## src/rtl/stream_mux_rr.sv

```systemverilog
// ---------------------------------------------------------------------------
// stream_mux_rr
//   N-channel, WIDTH-bit stream multiplexer with valid/ready handshakes on
//   every input and on the output. The channel is chosen either by software
//   (mode=0, sel picks the channel) or by a round-robin arbiter over the
//   channels that are currently valid (mode=1). The output is a single
//   register stage: 1-cycle latency, one beat per cycle sustained.
//
// Ports
//   clk        rising-edge clock
//   rst_n      synchronous active-low reset
//   in_data    N*WIDTH packed channel data, channel i at [i*WIDTH +: WIDTH]
//   in_valid   per-channel valid
//   in_ready   per-channel ready (combinational, at most one bit set)
//   mode       0 = software select, 1 = round robin
//   sel        selected channel in select mode, ignored in round robin
//   out_data   registered output data
//   out_valid  registered output valid
//   out_ready  downstream ready
//   out_chan   registered index of the channel that sourced out_data
// ---------------------------------------------------------------------------
module stream_mux_rr #(
    parameter int WIDTH = 32,
    parameter int N     = 4,
    localparam int SELW = $clog2(N)
) (
    input  logic               clk,
    input  logic               rst_n,
    input  logic [N*WIDTH-1:0] in_data,
    input  logic [N-1:0]       in_valid,
    output logic [N-1:0]       in_ready,
    input  logic               mode,
    input  logic [SELW-1:0]    sel,
    output logic [WIDTH-1:0]   out_data,
    output logic               out_valid,
    input  logic               out_ready,
    output logic [SELW-1:0]    out_chan
);

    logic [WIDTH-1:0] data_p0;
    logic             vld_p0;
    logic [SELW-1:0]  chan_p0;
    logic [SELW-1:0]  ptr_p0;

    logic             load;
    logic             gnt_valid;
    logic [SELW-1:0]  gnt;
    logic [WIDTH-1:0] gnt_data;

    // The register takes a new beat when empty or when being drained now.
    assign load = rst_n & (~vld_p0 | out_ready);

    always_comb begin
        gnt       = '0;
        gnt_valid = 1'b0;
        gnt_data  = '0;
        if (!mode) begin
            // An out-of-range sel matches no channel, so nothing is granted.
            for (int i = 0; i < N; i++) begin
                if (sel == SELW'(i)) begin
                    gnt       = SELW'(i);
                    gnt_valid = in_valid[i];
                end
            end
        end else begin
            // Scan from the farthest candidate back to ptr+1 so the last
            // hit written is the nearest valid channel after the pointer.
            for (int k = N; k >= 1; k--) begin
                if (in_valid[(int'(ptr_p0) + k) % N]) begin
                    gnt       = SELW'((int'(ptr_p0) + k) % N);
                    gnt_valid = 1'b1;
                end
            end
        end
        for (int i = 0; i < N; i++) begin
            if (gnt == SELW'(i)) begin
                gnt_data = in_data[i*WIDTH +: WIDTH];
            end
        end
    end

    always_comb begin
        in_ready = '0;
        for (int i = 0; i < N; i++) begin
            in_ready[i] = load & gnt_valid & (gnt == SELW'(i));
        end
    end

    // ---- stage p0: output register and round-robin pointer ----
    always_ff @(posedge clk) begin
        if (!rst_n) begin
            vld_p0  <= 1'b0;
            data_p0 <= '0;
            chan_p0 <= '0;
            ptr_p0  <= SELW'(N - 1);
        end else begin
            if (load) begin
                vld_p0 <= gnt_valid;
                if (gnt_valid) begin
                    data_p0 <= gnt_data;
                    chan_p0 <= gnt;
                end
            end
            // Pointer only moves on round-robin transfers so select mode
            // does not disturb the fairness order.
            if (load && gnt_valid && mode) begin
                ptr_p0 <= gnt;
            end
        end
    end

    assign out_data  = data_p0;
    assign out_valid = vld_p0;
    assign out_chan  = chan_p0;

endmodule

```

## config.mk

```make
export PLATFORM = sky130hd
export DESIGN_NAME = stream_mux_rr
export DESIGN_NICKNAME = d
export VERILOG_FILES = /design/src/rtl/stream_mux_rr.sv
export SDC_FILE = /design/constraint.sdc
export NUM_CORES = 1
export LEC_CHECK = 0
export CORE_MARGIN = 4
export CORE_UTILIZATION = 32
export DETAILED_ROUTE_END_ITERATION = 10
export PLACE_DENSITY = 0.77
export SLEW_MARGIN = 20
export SYNTH_ARGS = -nofsm -noshare
export SYNTH_HDL_FRONTEND = slang
export SYNTH_SLANG_ARGS = --single-unit
```

## constraint.sdc

```tcl
create_clock -name clk -period 1.8 [get_ports clk]
set_input_delay 0.36 -clock clk [delete_from_list [all_inputs] [get_ports clk]]
set_output_delay 0.36 -clock clk [all_outputs]
set_load 0.05 [all_outputs]
```

**After elaboration in Yosys (flattened, before gate mapping)**

Index checks and enable logic that the tools add are counted.

- Register bits after elaboration: 37
- Bits in latches: 0
- Memory bits (writable): 0
- Memory bits (read-only): 0
- Input port bits: 138
- Output and inout port bits: 39
- Logic and storage cells: 72
- Memories kept: 0

- Add/sub/neg operators: 4
- Multiply operators: 0
- Div/mod/pow operators: 0
- $lt $le $gt $ge: 4
- Eq/ne operators: 6
- Shift operators: 0
- Muxes and demuxes: 33
- Bitwise operators: 12
- Reduce and logical (&&, ||, !) cells: 9

Operators by type and width:

| cell | count |
|---|---|
| two-way mux 32 bit | 4 |
| two-way mux 1 bit | 18 |
| less-than comparator 3 x 4 -> 1 bit, second input constant | 4 |
| two-way mux 2 bit | 7 |
| binary-select mux 1 bit (select 2 bit) | 4 |
| equality test 2 bit, second input constant | 4 |
| OR reduction 2 bit | 4 |
| AND 1 bit | 6 |
| adder 2 x 1 -> 2 bit, second input constant | 2 |
| adder 2 bit, second input constant | 2 |
| AND 1 bit, first input constant | 4 |
| equality test 2 x 1 -> 1 bit, second input constant | 2 |
| logical NOT 2 bit | 2 |
| logical AND 1 bit | 2 |
| AND reduction 2 bit | 1 |
| inverter 1 bit | 1 |
| bitwise OR 1 bit | 1 |

**Longest topological paths before layout**

Gate-level depths: netlist of the first run.

- Depth after elaboration: 16
- Depth in mapped cells: 9
- Depth with buffers taken out: 5

**Least setup slack after synthesis of the first run**

Ideal clock, no wire load.

- Kind: input-to-output
- From: input in_valid[0]
- To: output in_ready[3]
- Arrival time: 2506 ps
- Required time: 1440 ps
- Path slack: -1066 ps
- Stages: 8
- Buffers on the path: 4
- Path through: buf_6 and3_1 a31oi_1 a31oi_1 buf_4 buf_6 buf_8 nor3b_1

- Longest elaborated chain between the ends: 10

Ends and longest elaborated chain:

| item | line | text |
|---|---|---|
| start: declaration | 30 | `input logic [N-1:0] in_valid,` |
| binary-select mux 1 bit (select 2 bit) | 69 | `if (in_valid[(int'(ptr_p0) + k) % N]) begin` |
| two-way mux 1 bit (implied by the code) (2 in series) | 69 |  |
| two-way mux 2 bit or two-way mux 1 bit (tied branches) (4 in series) | 69 |  |
| two-way mux 2 bit or two-way mux 1 bit (tied branches) | 57 | `if (!mode) begin` |
| equality test 2 bit or AND 1 bit (tied branches) | 85 | `in_ready[i] = load & gnt_valid & (gnt == SELW'(i));` |
| AND 1 bit (*) | 85 |  |
| end: declaration | 31 | `output logic [N-1:0] in_ready,` |

Mark *: on every way between the ends. The rest lies on a longest branch, timed or not. The select of a mux whose other input is x is not followed.

**Final worst setup path of the first run**

- From: register ptr_p0[1]
- To: output in_ready[0]

- Longest elaborated chain between the ends: 11

Ends and longest elaborated chain:

| item | line | text |
|---|---|---|
| start: declaration | 43 | `logic [SELW-1:0] ptr_p0;` |
| start signal: assignment | 95 | `ptr_p0 <= SELW'(N - 1);` |
| start signal: assignment | 107 | `ptr_p0 <= gnt;` |
| adder 2 x 1 -> 2 bit | 69, 70 |  |
| binary-select mux 1 bit (select 2 bit) | 69 |  |
| two-way mux 1 bit (implied by the code) (2 in series) | 69 |  |
| two-way mux 1 bit or two-way mux 2 bit (tied branches) (4 in series) | 69 |  |
| two-way mux 1 bit or two-way mux 2 bit (tied branches) | 57 |  |
| AND 1 bit or logical NOT 2 bit (tied branches) | 85 |  |
| AND 1 bit (*) | 85 |  |

Marked as above.

==> results of run 1 <==
[flip-flops by register name (all words and copies together) (netlist names)]
name       count
out_valid      1
out_chan       2
out_data      32
ptr_p0         2
[stage by stage]
| stage | instance area (sq um) | cells | hold slack [ns] |
|---|---|---|---|
| 3_5_place_dp | 4690 | 541 | 0.4435 |
| 5_1_grt | 5299 | 563 | 0.4648 |
| 3_3_place_gp | 4690 | 541 | 0.4405 |
| 4_1_cts | 5141 | 561 | 0.4545 |
| 6_report | 5299 | 563 | 0.4522 |
| 2_1_floorplan | 2629 | 247 | 0.5600 |
[metal layers]
| layer | wire length (um) | global-route usage [%] | vias up |
|---|---|---|---|
| met4 | 166 | 5.325 | 0 |
| met3 | 838 | 6.286 | 15 |
| met2 | 4773 | 33.25 | 133 |
| met1 | 4024 | 22.68 | 1332 |
| li1 | - | - | 1402 |
| met5 | 0 | 0 | - |
[worst max-delay path: cells and delay by family, from the launching register on]
kind	cells	cell delay (ns)
AND/OR/NAND/NOR	2	0.49
flip-flops	1	0.38
buffers and inverters	2	0.30
AO/OA/AOI/OAI	2	0.26
[area by class of cell]
| cell class | count | area [sq um] | area share [%] |
|---|---|---|---|
| well taps | 102 | 127.6 | 2.408 |
| repair buffers | 230 | 2350 | 44.34 |
| clock inverters | 2 | 10.01 | 0.1889 |
| multi-input cells | 181 | 1972 | 37.21 |
| inverters | 5 | 18.77 | 0.3542 |
| flip-flops and latches | 37 | 748.2 | 14.12 |
| clock buffers | 6 | 72.57 | 1.370 |
[worst max-delay path by stage]
| stage | start | end | slack [ns] | depth (start not counted) |
|---|---|---|---|---|
| after global routing | ptr_p0[1]$_SDFFE_PN1P_ | in_ready[3] | -0.35 | 6 |
| after detailed placement | in_valid[1] | in_ready[1] | -0.75 | 7 |
| after floorplan | in_valid[0] | in_ready[3] | -0.37 | 8 |
| after global placement | in_valid[0] | out_data[31]$_SDFFE_PN0N_ | -0.68 | 8 |
| final | ptr_p0[1]$_SDFFE_PN1P_ | in_ready[0] | -0.29 | 6 |
| after CTS | ptr_p0[0]$_SDFFE_PN1P_ | in_ready[3] | -0.33 | 6 |
[power by group]
part / switching [mW] / leakage [nW] / internal, mW
combinational: 0.981 / 1.84 / 0.942
sequential: 0.0700 / 0.307 / 0.941
clock: 0.302 / 0.0450 / 0.269
[cells by family (layout without fill, tap and decap cells)]
group | after synthesis | count (layout) | synth area share, %
AOI/OAI and AO/OA | 51 | 51 | 23.63
buffers and inverters | 29 | 243 | 7.505
DFF | 37 | 37 | 28.67
muxes | 67 | 67 | 26.44
and+or+nand+nor | 63 | 63 | 13.75
[Yosys cell counts, types with 2 or more instances]
cell type   n  area, sq um
buf_6       5        56.30
clkbuf_1    7        26.28
nand2_1     7        26.28
nor2b_1     6        37.54
nor2_1      3        11.26
a21oi_1     5        25.02
buf_4       9        67.56
nand3_1    33        165.2
o21a_1      2        15.01
o221ai_1    4        35.03
a31oi_1     2        12.51
inv_1       4        15.01
and3_1      2        12.51
buf_2       2        10.01
nor3b_1     2        15.01
mux2i_1    66        660.6
dfxtp_1    37        740.7
o221ai_2   31        465.5
[repair_timing]
| item | 4_1_cts | 5_1_grt |
|---|---|---|
| setup endpoints to repair | 40 | 37 |
| pin swaps | 12 | 11 |
| hold buffers | 0 | 0 |
| gates cloned | 3 | 1 |
| buffers inserted | 9 | 2 |
| gates resized for setup | 63 | 33 |
==> results.yml, run 1 <==
global_route:
  antenna_found_initial: 0
  grt_max_degree: 37
  grt-ovfl-total: 0
  grt_pass1_wl_um: 15150
  track_usage_pct: 19.20
  grt_pass1_vias: 3062
run:
  drv_cap: 0
route:
  drt-total-wl_um: 9803
  drc: 0
  drt_iter0_markers: 46
  ant_nets: 0
  firstDrtPassIters: 4
  vias_per_cell: 5.119
  vias: 2882
  wl_per_cell_um: 17.41
logic_synthesis:
  seq_area_frac_synth_pct: 28.67
  synth_edf_count: 0
  yosys_warnings: 0
  ys_ff_latch: 37
  syn_inst: 247
  synth_area_sq_um: 2584
  netlist-cell-type-count: 38
  syn_nets: 385
  synth_flop_cell: "dfxtp_1"
  synth_area_per_cell_sq_um: 10.46
  async_reset_ff_share_pct: 0
min_path:
  worstHoldEndpoint: "out_chan[0]$_SDFFE_PN0N_"
  min_from: "out_chan[0]$_SDFFE_PN0N_"
  hp-class: "reg2reg"
  hold_path_depth: 2
clock_network:
  path_clk_slew_ns: 0.08
  cts_made_buffers: 5
  cts_tree: "built"
  cts_buffer_depth: 2
  cts_root_buffer: "clkbuf_8"
  htree_levels: 2
  clkLatencyLatePin_ns: 0.29
  cts_sinks: 37
setup_path:
  ff2ff_setup_slack_ns: -0.09
  rr_worst_depth: 7
  path_cells: "or3b_4 -> o2111ai_4 -> o221ai_4 -> buf_6 -> nor2_4 -> buf_12"
  cp.arrival_ns: 1.73
  r2r-start: "ptr_p0[1]$_SDFFE_PN1P_"
  critical_path_class: "reg2out"
  startpoint_type: "flop"
  critPathMaxStageDelay_ns: 0.40
  worstPathMaxFanout: 7
  cp_slowest_cell: "or3b_4"
  required_ns: 1.44
  worst_setup_path_end_kind: "output pin"
  reg2reg_to: "out_data[18]$_SDFFE_PN0N_"
power:
  total_power_mw: 3.505
  ir_drop_mv: 0.3592
  power_density_nw_per_um2: 661.5
  p_leak_nw: 2.188
placed_design:
  gp_congestion: 0.8631
  port_buffers: 176
  hpwlAfterDp_um: 7279
  dp_slack_ns: -0.7547
finish:
  mostFrequentLayoutCells: "clkdlybuf4s50_1, buf_4, mux2i_1"
  areaGrowthSynthToFinish_pct: 105.1
  final_common_cell: "clkdlybuf4s50_1"
  utilization_pct: 67.87
  n_antenna_cell: 0
  drive_above_1_share_pct: 41.21
  nNetsFinal: 598
  fill_cells: 589
timing:
  tns_ns: -2.973
  finalCritPeriodShare_pct: 116.0
  tightest_slew_ns: 0.3044
  setup_viol: 36
  period_needed_ns: 2.088
  slew_violations: 0
  finalHoldViolations: 0
  fmax_mhz: 478.9
  skew_ns: 0.005236
  timing.final.ws_setup_ns: -0.2879
  rsz0062_at_grt: "yes"
  relSlewSlack_pct: 79.71
status:
  violations: "setup timing"
  run_status: "complete, but fails checks"
die:
  start_util_pct: 33.09
  fp.dieW_um: 97.86
  pin_count: 177
  die_area_sq_um: 9576
  placementRows: 32
  die_h_um: 97.86
  core_sq_um: 7807
Power figures use the tool's default switching activity.
==> inputs of run 2 (changes only) <==
- PLACE_DENSITY: 0.77 -> default
- PLACE_DENSITY_LB_ADDON: default -> 0.3
==> run 2 against run 1 <==
Compared with the run above: the run still ends with setup timing left; count of clock-buffer cells in the layout decreased by 1; combinational power about the same; global-route usage grew 0.77 points; critical path depth did not move; first-iteration DRC count decreased by 8.7%; non-clock buffer count fell by 2; sequential power about the same; total power up 9.0%; sequential cell count unchanged; fmax decreased by 2.1%; core utilization is 0.40 points higher; largest power group unchanged.
==> results.yml, run 2 (synthesized netlist as in run 1, its figures left out) <==
setup_path:
  cp_slowest_cell: "dfxtp_4"
  required_ns: 1.44
  r2r-start: "ptr_p0[1]$_SDFFE_PN1P_"
  path_delay_family: "simple AND/OR/NAND/NOR gates"
  worstPathMaxFanout: 7
  startpoint_type: "flop"
  critPathMaxStageDelay_ns: 0.39
  worst_setup_path_end_kind: "output pin"
  cp.arrival_ns: 1.77
  path_depth: 6
  rr_worst_depth: 8
  critical_path_class: "reg2out"
  path_cells: "or3b_1 -> o2111ai_2 -> o221ai_4 -> buf_6 -> nor2_4 -> buf_12"
  critPathLaunch: "ptr_p0[1]$_SDFFE_PN1P_"
  ff2ff_setup_slack_ns: -0.22
  critPathBufInv: 2
  critPathCapture: "in_ready[0]"
  reg2reg_to: "out_data[20]$_SDFFE_PN0N_"
global_route:
  antenna_found_initial: 0
  grt_max_degree: 21
  grt_pass1_wl_um: 15740
  grt-ovfl-total: 0
  track_usage_pct: 19.96
  grt_pass1_vias: 3106
timing:
  period_needed_ns: 2.132
  timing.final.ws_setup_ns: -0.3319
  skew_ns: 0.01152
  setup_viol: 36
  rsz0062_at_grt: "yes"
  relSlewSlack_pct: 81.44
  tns_ns: -5.865
  hold_ws_ns: 0.4806
  finalHoldViolations: 0
  fmax_mhz: 469.1
  tightest_slew_ns: 0.2707
  finalCritPeriodShare_pct: 118.4
  slew_violations: 0
route:
  drt-total-wl_um: 10080
  ant_nets: 0
  firstDrtPassIters: 4
  drt_iter0_markers: 42
  drc: 0
  vias_per_cell: 5.148
  vias: 2888
  wl_per_cell_um: 17.96
die:
  placementRows: 32
  die_h_um: 97.86
  core_sq_um: 7807
  start_util_pct: 33.09
  fp.dieW_um: 97.86
  pin_count: 177
  die_area_sq_um: 9576
finish:
  fin_cells: 561
  drive_above_1_share_pct: 38.56
  areaGrowthSynthToFinish_pct: 106.3
  n_antenna_cell: 0
  nNetsFinal: 596
  utilization_pct: 68.27
  final_cell_area_sq_um: 5330
  final_common_cell: "clkdlybuf4s50_1"
  mostFrequentLayoutCells: "clkdlybuf4s50_1, buf_4, mux2i_1"
  largest_reg_flops: 32
clock_network:
  path_clk_slew_ns: 0.09
  htree_levels: 2
  cts_made_buffers: 5
  clkLatencyLatePin_ns: 0.29
  cts_sinks: 37
  cts_root_buffer: "clkbuf_8"
  cts_buffer_depth: 2
  cts_tree: "built"
status:
  violations: "setup timing"
  run_status: "complete, but fails checks"
placed_design:
  dp_slack_ns: -0.8127
  hpwlAfterDp_um: 6983
  gp_congestion: 0.9030
  port_buffers: 176
  dp.cells: 533
  dpl_cell_area_sq_um: 4629
power:
  power_density_nw_per_um2: 716.8
  p_leak_nw: 2.266
  total_power_mw: 3.820
  ir_drop_mv: 0.3907
run:
  drv_cap: 0
min_path:
  hp-class: "reg2reg"
  hold_path_depth: 2
[run 2: cell count changes in the layout (fill, tap and decap cells not counted), moves of 3 or more]
| cell | change |
|---|---|
| mux2i_2 | -12 |
| buf_6 | -4 |
| mux2i_1 | +11 |
| buf_12 | -3 |
[run 2: routing by layer]
layer  share of wire (%)  up-vias  global-route usage, %
li1                    -     1403                      -
met1                  41     1352                  23.42
met2                  49      121                  35.55
met3                 8.3       12                  6.857
met4                0.97        0                  3.514
met5                   0        -                      0
[run 2: what timing repair did]
item | in CTS | in global routing
gates cloned | 5 | 2
endpoints found under the setup margin | 40 | 40
buffers inserted | 12 | 1
gates resized for setup | 65 | 15
pin swaps | 13 | 7
hold buffers | 0 | 0
[run 2: worst min-delay path, cell delays in order (launching register included)]
cell and delay [ns]:
dfxtp_1 0.33, nand2_1 0.06, a21oi_1 0.05
[run 2: final cells by class]
| cell class | instances | area (sq um) |
|---|---|---|
| fillers | 574 | 2477 |
| repair buffers | 228 | 2350 |
| multi-input cells | 181 | 1952 |
| flip-flops and latches | 37 | 748.2 |
| well taps | 102 | 127.6 |
| clock buffers | 5 | 68.82 |
| clock inverters | 3 | 65.06 |
| inverters | 5 | 18.77 |
[run 2: how the worst min path moves through the flow]
stage | from | end
2_1_floorplan | in_data[96] | out_data[0]$_SDFFE_PN0N_
3_3_place_gp | out_chan[0]$_SDFFE_PN0N_ | out_chan[0]$_SDFFE_PN0N_
3_5_place_dp | out_chan[0]$_SDFFE_PN0N_ | out_chan[0]$_SDFFE_PN0N_
4_1_cts | out_chan[0]$_SDFFE_PN0N_ | out_chan[0]$_SDFFE_PN0N_
5_1_grt | out_chan[0]$_SDFFE_PN0N_ | out_chan[0]$_SDFFE_PN0N_
6_report | out_chan[0]$_SDFFE_PN0N_ | out_chan[0]$_SDFFE_PN0N_
[run 2: where the power goes]
group / internal (mW) / switching (mW)
logic: 0.942 / 0.985
clock network: 0.551 / 0.330
registers: 0.941 / 0.0723
==> inputs of run 3 (changes only) <==
- CORE_ASPECT_RATIO: default -> 1.2
- GPL_ROUTABILITY_DRIVEN: default -> 0
- GPL_TIMING_DRIVEN: default -> 0
==> run 3 against run 2 <==
Compared with the run above: largest cell class unchanged; first-iteration DRC count is 45% higher; the flow still finishes with violations (setup timing); core utilization shrank 5.0 points; hold slack worse by 0.072 ns; via count shrank 4.0%; global-route usage decreased by 0.39 points; total power is 13% lower; non-clock buffer count down 18; clock skew down 0.0051 ns; fmax up 2.5%; critical path depth rose by 1; combinational power down 9.8%; highest routed layer unchanged.
==> results.yml, run 3 (synthesized netlist as in run 1, its figures left out) <==
route:
  ant_nets: 0
  drt_iter0_markers: 61
  vias: 2772
  firstDrtPassIters: 4
  drc: 0
  vias_per_cell: 5.201
  drt-total-wl_um: 9664
  wl_per_cell_um: 18.13
min_path:
  hold_path_depth: 3
  hp-class: "in2reg"
  worstHoldEndpoint: "out_valid$_SDFFE_PN0P_"
  min_from: "out_ready"
clock_network:
  cts_root_buffer: "clkbuf_8"
  cts_tree: "built"
  htree_levels: 2
  cts_buffer_depth: 2
  cts_made_buffers: 5
  clkLatencyLatePin_ns: 0.29
  cts_sinks: 37
  path_clk_slew_ns: 0.07
finish:
  nNetsFinal: 578
  fill_cells: 669
  utilization_pct: 63.26
  final_common_cell: "clkdlybuf4s50_1"
  drive_above_1_share_pct: 25.62
  mostFrequentLayoutCells: "clkdlybuf4s50_1, mux2i_1, dfxtp_1"
  fin_cells: 533
  n_antenna_cell: 0
  largest_reg_flops: 32
  areaGrowthSynthToFinish_pct: 90.85
  final_cell_area_sq_um: 4931
power:
  p_leak_nw: 2.204
  ir_drop_mv: 0.3518
  power_density_nw_per_um2: 671.2
run:
  drv_cap: 0
placed_design:
  dp.cells: 512
  dp_slack_ns: -1.614
  hpwlAfterDp_um: 7554
  port_buffers: 173
  dpl_cell_area_sq_um: 4476
die:
  die_h_um: 106.4
  fp.dieW_um: 90.03
  pin_count: 177
  start_util_pct: 33.15
  placementRows: 35
  die_area_sq_um: 9581
  core_sq_um: 7795
setup_path:
  ff2ff_setup_slack_ns: -0.17
  critical_path_class: "in2out"
  critPathBufInv: 3
  cp.arrival_ns: 1.72
  worst_setup_path_end_kind: "output pin"
  reg2reg_to: "out_data[29]$_SDFFE_PN0N_"
  required_ns: 1.44
  cp_slowest_cell: "nor4_1"
  rr_worst_depth: 9
  path_cells: "buf_2 -> nor4_1 -> a22oi_2 -> buf_4 -> and3b_4 -> and3_4 -> buf_8"
  startpoint_type: "primary input"
  worstPathMaxFanout: 10
  path_delay_family: "simple AND/OR/NAND/NOR gates"
  critPathMaxStageDelay_ns: 0.34
  r2r-start: "ptr_p0[1]$_SDFFE_PN1P_"
status:
  run_status: "complete, but fails checks"
  violations: "setup timing"
timing:
  fmax_mhz: 481.0
  setup_viol: 38
  timing.final.ws_setup_ns: -0.2792
  finalCritPeriodShare_pct: 115.5
  finalHoldViolations: 0
  skew_ns: 0.006447
  relSlewSlack_pct: 62.46
  period_needed_ns: 2.079
  rsz0062_at_grt: "yes"
  tightest_slew_ns: 0.5631
  slew_violations: 0
global_route:
  grt-ovfl-total: 0
  grt_pass1_vias: 2961
  track_usage_pct: 19.57
  grt_max_degree: 15
  antenna_found_initial: 0
  grt_pass1_wl_um: 15210
==> run 3: cell types whose count changed in the layout (fill, tap and decap cells not counted), sizes merged, moves of 4 or more <==
cell          previous run  this run
dlygate4sd2              2        30
dlymetal6s2s             0         7
clkbuf                   8        12
buf                     90        36
==> run 3: how the worst max path moves through the flow <==
| stage | from | to | slack (ns) | cells after the start |
|---|---|---|---|---|
| floorplan | in_valid[0] | in_ready[3] | -0.37 | 8 |
| global placement | in_valid[2] | in_ready[3] | -1.61 | 7 |
| detailed placement | in_valid[2] | in_ready[3] | -1.61 | 7 |
| CTS | ptr_p0[1]$_SDFFE_PN1P_ | in_ready[3] | -0.37 | 8 |
| global route | ptr_p0[1]$_SDFFE_PN1P_ | in_ready[2] | -0.36 | 5 |
| finish | in_valid[1] | in_ready[1] | -0.28 | 7 |
==> run 3: through the flow <==
step | hold WS (ns) | setup TNS (ns) | power (mW)
after detailed placement | 0.4779 | -29.88 | 2.678
after global routing | 0.4129 | -8.913 | 3.479
after floorplan | 0.5600 | -1.929 | 2.008
after global placement | 0.4657 | -28.76 | 2.658
final | 0.4082 | -6.002 | 3.310
after CTS | 0.4892 | -6.025 | 3.310
==> run 3: what timing repair did <==
| item | 4_1_cts | 5_1_grt |
|---|---|---|
| hold buffers | 0 | 0 |
| setup buffers | 10 | 6 |
| pin swaps | 5 | 10 |
| gates cloned | 0 | 0 |
| endpoints found under the setup margin | 67 | 44 |
| gates resized for setup | 115 | 30 |
==> run 3: routing by layer <==
metal	vias up	GRT usage, %	routed length, um
li1	1360	-	-
met2	94	36.20	5224
met4	0	5.689	171
met3	12	4.742	538
met5	-	0	0
met1	1306	22.18	3729
==> run 3: worst reg2reg max path, cell delays in order (launching register included) <==
cell and delay (ns):
dfxtp_2 0.37, or3b_1 0.38, o2111ai_2 0.09, o221ai_4 0.20, buf_4 0.19, buf_6 0.10, buf_6 0.10, nand2b_4 0.17
buf_8 0.17, o221ai_2 0.13
==> run 3: power by group <==
part	internal (mW)	total [mW]	switching, mW
logic	0.787	1.74	0.951
registers	0.941	1.00	0.0602
clock network	0.267	0.571	0.304
total	1.99	3.31	1.32
==> run 3: area by class of cell <==
cell class / count / area [sq um] / area share, %
Multi-Input combinational cell: 181 / 1872 / 37.96
Timing Repair Buffer: 189 / 1846 / 37.43
Sequential cell: 37 / 745.7 / 15.12
Buffer: 21 / 247.7 / 5.024
Tap cell: 92 / 115.1 / 2.334
Clock buffer: 5 / 68.82 / 1.396
Inverter: 5 / 18.77 / 0.3806
Clock inverter: 3 / 17.52 / 0.3552
